File: config.mk
export PLATFORM = sky130hd
export DESIGN_NAME = btn_conditioner
export DESIGN_NICKNAME = d
export VERILOG_FILES = /design/src/rtl/btn_pkg.sv /design/src/rtl/btn_channel.sv /design/src/rtl/btn_conditioner.sv
export SDC_FILE = /design/constraint.sdc
export NUM_CORES = 1
export LEC_CHECK = 0
export BUFFER_PORTS_ARGS = -buffer_cell sky130_fd_sc_hd__clkbuf_2
export CAP_MARGIN = 20
export CORE_AREA = 3 3 73 75
export CTS_CLUSTER_DIAMETER = 100
export DETAILED_ROUTE_END_ITERATION = 12
export DIE_AREA = 0 0 76 78
export PLACE_DENSITY = 0.59
export SYNTH_ARGS = -nofsm -noshare
export SYNTH_HDL_FRONTEND = slang
export SYNTH_SLANG_ARGS = --single-unit
File: constraint.sdc
create_clock -name clk -period 1.6 [get_ports clk]
set_input_delay 0.24 -clock clk [delete_from_list [all_inputs] [get_ports clk]]
set_output_delay 0.24 -clock clk [all_outputs]
set_load 0.01 [all_outputs]
File: src/rtl/btn_pkg.sv
// Shared types and defaults for the push-button conditioner.
package btn_pkg;

    localparam int DEF_DB_COUNT = 4;
    localparam int DEF_NUM_BTNS = 4;
    localparam int CNT_W        = 4;

    typedef enum logic [1:0] {
        RELEASED     = 2'd0,
        PRESS_PEND   = 2'd1,
        HELD         = 2'd2,
        RELEASE_PEND = 2'd3
    } btn_state_e;

    // Debounced level is high whenever the committed state is "held".
    function automatic logic state_is_held(input btn_state_e s);
        return (s == HELD) || (s == RELEASE_PEND);
    endfunction

endpackage

File: src/rtl/btn_channel.sv
// One button: 2-FF synchronizer, debounce FSM with agree counter, registered level and edge pulses.
module btn_channel
    import btn_pkg::*;
#(
    parameter int DB_COUNT = DEF_DB_COUNT
) (
    input  logic clk,
    input  logic reset,
    input  logic btn_n_in,
    input  logic sample_tick,
    output logic btn_level,
    output logic btn_press,
    output logic btn_release
);

    localparam logic [CNT_W-1:0] DB_MAX = CNT_W'(DB_COUNT);

    logic [1:0]       sync_q;
    btn_state_e       state_q, state_d;
    logic [CNT_W-1:0] cnt_q, cnt_d;
    logic             level_q, level_d;
    logic             press_q, press_d;
    logic             release_q, release_d;
    logic             pressed;

    // Reset value 1 means "released" on the active-low raw input.
    always_ff @(posedge clk or posedge reset) begin
        if (reset) begin
            sync_q <= 2'b11;
        end else begin
            sync_q <= {sync_q[0], btn_n_in};
        end
    end

    assign pressed = ~sync_q[1];

    always_comb begin
        state_d   = state_q;
        cnt_d     = cnt_q;
        press_d   = 1'b0;
        release_d = 1'b0;
        if (sample_tick) begin
            case (state_q)
                RELEASED: begin
                    if (pressed) begin
                        if (DB_MAX == CNT_W'(1)) begin
                            state_d = HELD;
                            cnt_d   = '0;
                            press_d = 1'b1;
                        end else begin
                            state_d = PRESS_PEND;
                            cnt_d   = CNT_W'(1);
                        end
                    end
                end
                PRESS_PEND: begin
                    if (!pressed) begin
                        state_d = RELEASED;
                        cnt_d   = '0;
                    end else if (cnt_q + CNT_W'(1) >= DB_MAX) begin
                        state_d = HELD;
                        cnt_d   = '0;
                        press_d = 1'b1;
                    end else begin
                        cnt_d = cnt_q + CNT_W'(1);
                    end
                end
                HELD: begin
                    if (!pressed) begin
                        if (DB_MAX == CNT_W'(1)) begin
                            state_d   = RELEASED;
                            cnt_d     = '0;
                            release_d = 1'b1;
                        end else begin
                            state_d = RELEASE_PEND;
                            cnt_d   = CNT_W'(1);
                        end
                    end
                end
                RELEASE_PEND: begin
                    if (pressed) begin
                        state_d = HELD;
                        cnt_d   = '0;
                    end else if (cnt_q + CNT_W'(1) >= DB_MAX) begin
                        state_d   = RELEASED;
                        cnt_d     = '0;
                        release_d = 1'b1;
                    end else begin
                        cnt_d = cnt_q + CNT_W'(1);
                    end
                end
                default: begin
                    state_d = RELEASED;
                    cnt_d   = '0;
                end
            endcase
        end
        level_d = state_is_held(state_d);
    end

    always_ff @(posedge clk or posedge reset) begin
        if (reset) begin
            state_q   <= RELEASED;
            cnt_q     <= '0;
            level_q   <= 1'b0;
            press_q   <= 1'b0;
            release_q <= 1'b0;
        end else begin
            state_q   <= state_d;
            cnt_q     <= cnt_d;
            level_q   <= level_d;
            press_q   <= press_d;
            release_q <= release_d;
        end
    end

    assign btn_level   = level_q;
    assign btn_press   = press_q;
    assign btn_release = release_q;

endmodule

File: src/rtl/btn_conditioner.sv
// Multi-channel button conditioner: NUM_BTNS independent debounce channels plus an any-press flag.
module btn_conditioner
    import btn_pkg::*;
#(
    parameter int DB_COUNT = DEF_DB_COUNT,
    parameter int NUM_BTNS = DEF_NUM_BTNS
) (
    input  logic                clk,
    input  logic                reset,
    input  logic [NUM_BTNS-1:0] btn_n_in,
    input  logic                sample_tick,
    output logic [NUM_BTNS-1:0] btn_level,
    output logic [NUM_BTNS-1:0] btn_press,
    output logic [NUM_BTNS-1:0] btn_release,
    output logic                any_press
);

    for (genvar g = 0; g < NUM_BTNS; g++) begin : g_ch
        btn_channel #(
            .DB_COUNT (DB_COUNT)
        ) u_ch (
            .clk         (clk),
            .reset       (reset),
            .btn_n_in    (btn_n_in[g]),
            .sample_tick (sample_tick),
            .btn_level   (btn_level[g]),
            .btn_press   (btn_press[g]),
            .btn_release (btn_release[g])
        );
    end

    assign any_press = |btn_press;

endmodule

==> results by stage <==
Critical path:
- The worst setup path is captured at an output port.
- The number of cell instances on the worst register-to-register path is 5.
- In this run the register-to-register setup slack is about 50 ps.
- The arrival time of data at the critical path endpoint is 1350 ps.
- The data required time of the critical path is roughly 1400 ps.
- The end of the worst register-to-register path is g_ch[0].u_ch.cnt_q[0].
- The peak fanout along the critical path is 2.
- The critical register-to-register path startpoint is g_ch[0].u_ch.cnt_q[0].
- The startpoint type of the worst setup path is a flip-flop.
- The critical path class is reg2out.

STA:
- The period utilization is 99.1%.
- Based on the critical path, the design can be clocked at up to 631 MHz.
- Setup violations remaining at the end of the flow were counted as 0.
- At the pin with the least slew margin, the transition time is between 500 and 600 ps.
- The number of max-slew violations in the final report is 0.
- In the final timing run, aggregate negative setup slack is 0 ps.
- After layout, the minimum clock period comes to around 1600 ps.
- Setup repair after global routing could not meet its margin everywhere.
- The final setup skew is about 12 ps.
- The final number of hold-violating endpoints is 0.
- Across all hold checks on the routed design, the worst slack comes to ~19 ps.
- The worst pin sits at a relative slew slack of about two thirds.

Status:
- The flow ran to the end, and the final reports show no timing, DRC or antenna violations.

Global route:
- Across every metal layer, demand over resource in global routing totals 11.7%.
- The number of global-route vias before repair is 1234.
- The number of antenna violations at the first check in global routing is 0.
- The total overflow left after global routing is 0.
- Entering global routing, the biggest net connects 44 pins.
- The wire length of the first global-routing pass is about 5500 µm.

Yosys:
- The commonest cells after synthesis are sky130_fd_sc_hd__dfrtp_1 (35), sky130_fd_sc_hd__buf_4 (13), sky130_fd_sc_hd__mux2i_1 (10).
- The synthesized instance count is 159.
- After synthesis, the cell types taking the most area are sky130_fd_sc_hd__dfrtp_1 (46%), sky130_fd_sc_hd__dfstp_2 (11%), sky130_fd_sc_hd__mux2i_1 (5.3%).
- The distinct cell type count of the synthesized netlist is 36.
- Of the synthesized area, sequential elements account for 57.6%.
- The average size of a mapped cell is approximately 12 µm².
- sky130_fd_sc_hd__dfrtp_1 is the most common cell in the netlist.
- The total number of yosys warnings is 0.
- The fraction of registers with async set/reset is 100%.
- The synthesized design devotes to its leading area cell type between 40% and 50% of total area.
- The number of synthesized register bits is 43.
- The biggest area contributor in the post-synthesis netlist is sky130_fd_sc_hd__dfrtp_1.
- In the synthesized netlist the dominant register cell turns out to be sky130_fd_sc_hd__dfrtp_1.
- The cell area that synthesis handed to floorplanning was between 1500 and 2000 µm².
- The net count of the mapped netlist is 170.
- The number of synthesized flops with an enable pin is 0.

Routing:
- After detailed routing, the met3 layer carries 164 µm of wire.
- Dividing the detail-routed wire length by the instance count gives between 10 and 15 µm.
- After detailed routing, the number of remaining DRC violations is 0.
- Using the TritonRoute via totals, the vias-per-cell ratio works out to roughly 5.
- Detailed routing placed a total of ~1700 µm of wire on met2.
- The routed design has about 3300 µm of wire.
- For this block, the via count after detailed routing is between 1000 and 1500.
- Routed signal wires occupy layers up through met4.
- The count of nets left with antenna violations after detail routing is 0.
- The routed metal-1 wirelength is between 1000 and 1500 µm.
- The number of search-and-repair iterations in the first detailed-routing pass is 4.
- The first routing iteration left 60 violations.

Finish:
- In the final design database the tool counted around 190 nets.
- The ratio of cells with drive above 1 in the final layout is a little under 30%.
- The filler cells instantiated in the layout total 435.
- 0 antenna diodes ended up in the layout.
- After the flow finishes, the layout carries non-filler instances totaling between 200 and 250.
- In the final layout, flip-flops and latches occupy 1090 µm².
- The multi-input combinational cells in the finished layout cover a total of 707 µm².
- The layout overhead on the synthesized area is 12.1%.

Die:
- The floorplan has 25 rows.
- The width of the chip is ~76 µm.
- The floorplan step defined a die boundary enclosing between 5000 and 6000 µm².
- The count of pins on the block boundary is 20.
- The effective utilization at floorplan is about two fifths.
- After floorplanning, the core was sized to cover approximately 4700 µm².
- The y dimension of the die is 78 µm.

Flow run:
- The tool flagged a number of max-cap violations equal to 0.

Placement:
- The quantity of I/O buffers inserted on ports is 19.
- The final weighted congestion in routability-driven placement is 0.766.
- In this run, placement finished with an instance count of ~230.
- The half-perimeter wire length after detailed placement is 2210 µm.

Min path:
- The tightest min-delay check is of the in2reg type.
- Along the worst hold path, the cell count comes to 1.
- The worst hold path terminates at g_ch[1].u_ch.sync_q[0].
- The startpoint of the lowest-slack hold path is btn_n_in[1].

Pwr:
- Overall power consumption after layout is estimated at 3.07 mW.
- The maximum vdd drop is about 0.6 mV.
- In this run the power density over the cells is around 1500 nW/µm².
- The standby leakage power is just under 1 nW.

Clocking:
- The TritonCTS clock tree is built.
- The clock sink count is 43.
- The number of H-tree levels is 2.
- The number of CTS-inserted buffers is 5.
- The clock-pin transition on the worst setup and hold timing paths is 80 ps.
- For the worst-skew pair, the clock arrives at the later sink with an insertion delay of about 290 ps.
- Buffers inserted to repair hold after CTS numbered 0.
- The library cell used as clock root buffer is sky130_fd_sc_hd__clkbuf_8.
- The buffer depth of the longest clock path is 2.
-- routing by layer --
layer / up-vias / global-route usage (%)
met1: 595 / 13.3
li1: 585 / -
met5: - / 0
met2: 44 / 19.9
met3: 6 / 4.29
met4: 0 / 4.89
-- layout by cell type (no fill, tap or decap), drive strengths merged, types with 6 or more instances in the layout --
cell,synthesis,routed
clkbuf,0,24
nor2,7,7
dfrtp,35,35
mux2i,10,10
and2,8,8
o21ai,6,6
dfstp,8,8
and3,6,6
a21oi,8,8
nand2,6,6
-- logic make-up (layout without fill, tap and decap cells) --
logic type / after synthesis / after routing / synth area share, %
muxes: 10 / 10 / 5.31
xor gates and xnor gates: 4 / 4 / 1.86
adders and majority gates: 4 / 4 / 2.65
buffers and inverters: 19 / 35 / 6.83
and+or+nand+nor: 49 / 49 / 14.7
DFF: 43 / 43 / 57.6
AOI/OAI and AO/OA: 30 / 30 / 11.1
-- critical path, cell delays in order, from the launching register on --
cell	delay, ps
sky130_fd_sc_hd__dfrtp_1	400
sky130_fd_sc_hd__or4_4	520
sky130_fd_sc_hd__buf_6	140
-- power by group --
group          switching (mW)  internal (mW)  total [mW]
registers               0.268           1.34        1.60
logic                   0.410          0.394       0.805
clock network           0.360          0.305       0.665
total                    1.04           2.04        3.07
-- layout make-up --
type	count	share of cell area (%)
tap	67	3.96
clock buffer	6	3.43
clock inverter	2	0.592
inverter	4	0.710
multi-input combinational	97	33.4
sequential	43	51.5
timing repair buffer	23	6.39
-- sequential cells by signal, summed over array words and instances, names as in the netlist, named ones only --
| signal | cells |
|---|---|
| g_ch.u_ch.state_q | 6 |
| g_ch.u_ch.btn_release | 4 |
| g_ch.u_ch.btn_level | 3 |
| g_ch.u_ch.sync_q | 8 |
| g_ch.u_ch.btn_press | 4 |
| g_ch.u_ch.cnt_q | 16 |
-- metrics by stage --
stage	setup slack (ps)	area (µm²)	util [%]
CTS	-1.37	2050	43.4
global placement	101	1970	41.6
global route	-69.3	2110	44.8
finish	14.6	2110	44.8
floorplan	139	1890	-
detailed placement	37.3	1970	41.6
-- worst max-delay path by stage --
stage,from,endpoint,slack [ps],depth (start not counted)
6_report,g_ch[0].u_ch.btn_press,any_press,10,2
5_1_grt,g_ch[0].u_ch.cnt_q[0],g_ch[0].u_ch.cnt_q[0],-70,5
4_1_cts,g_ch[0].u_ch.btn_press,any_press,-1,2
3_5_place_dp,g_ch[0].u_ch.cnt_q[0],g_ch[0].u_ch.cnt_q[0],40,5
3_3_place_gp,g_ch[1].u_ch.cnt_q[0],g_ch[1].u_ch.state_q[1],100,4
2_1_floorplan,g_ch[0].u_ch.cnt_q[0],g_ch[0].u_ch.cnt_q[0],140,6
-- what timing repair did --
action                     in CTS  in global routing
gates cloned                    0                  0
gates resized for setup         0                 13
setup endpoints to repair       1                 10
buffers inserted                0                  2
pin swaps                       1                  2
(Power assumes the default switching activity.)
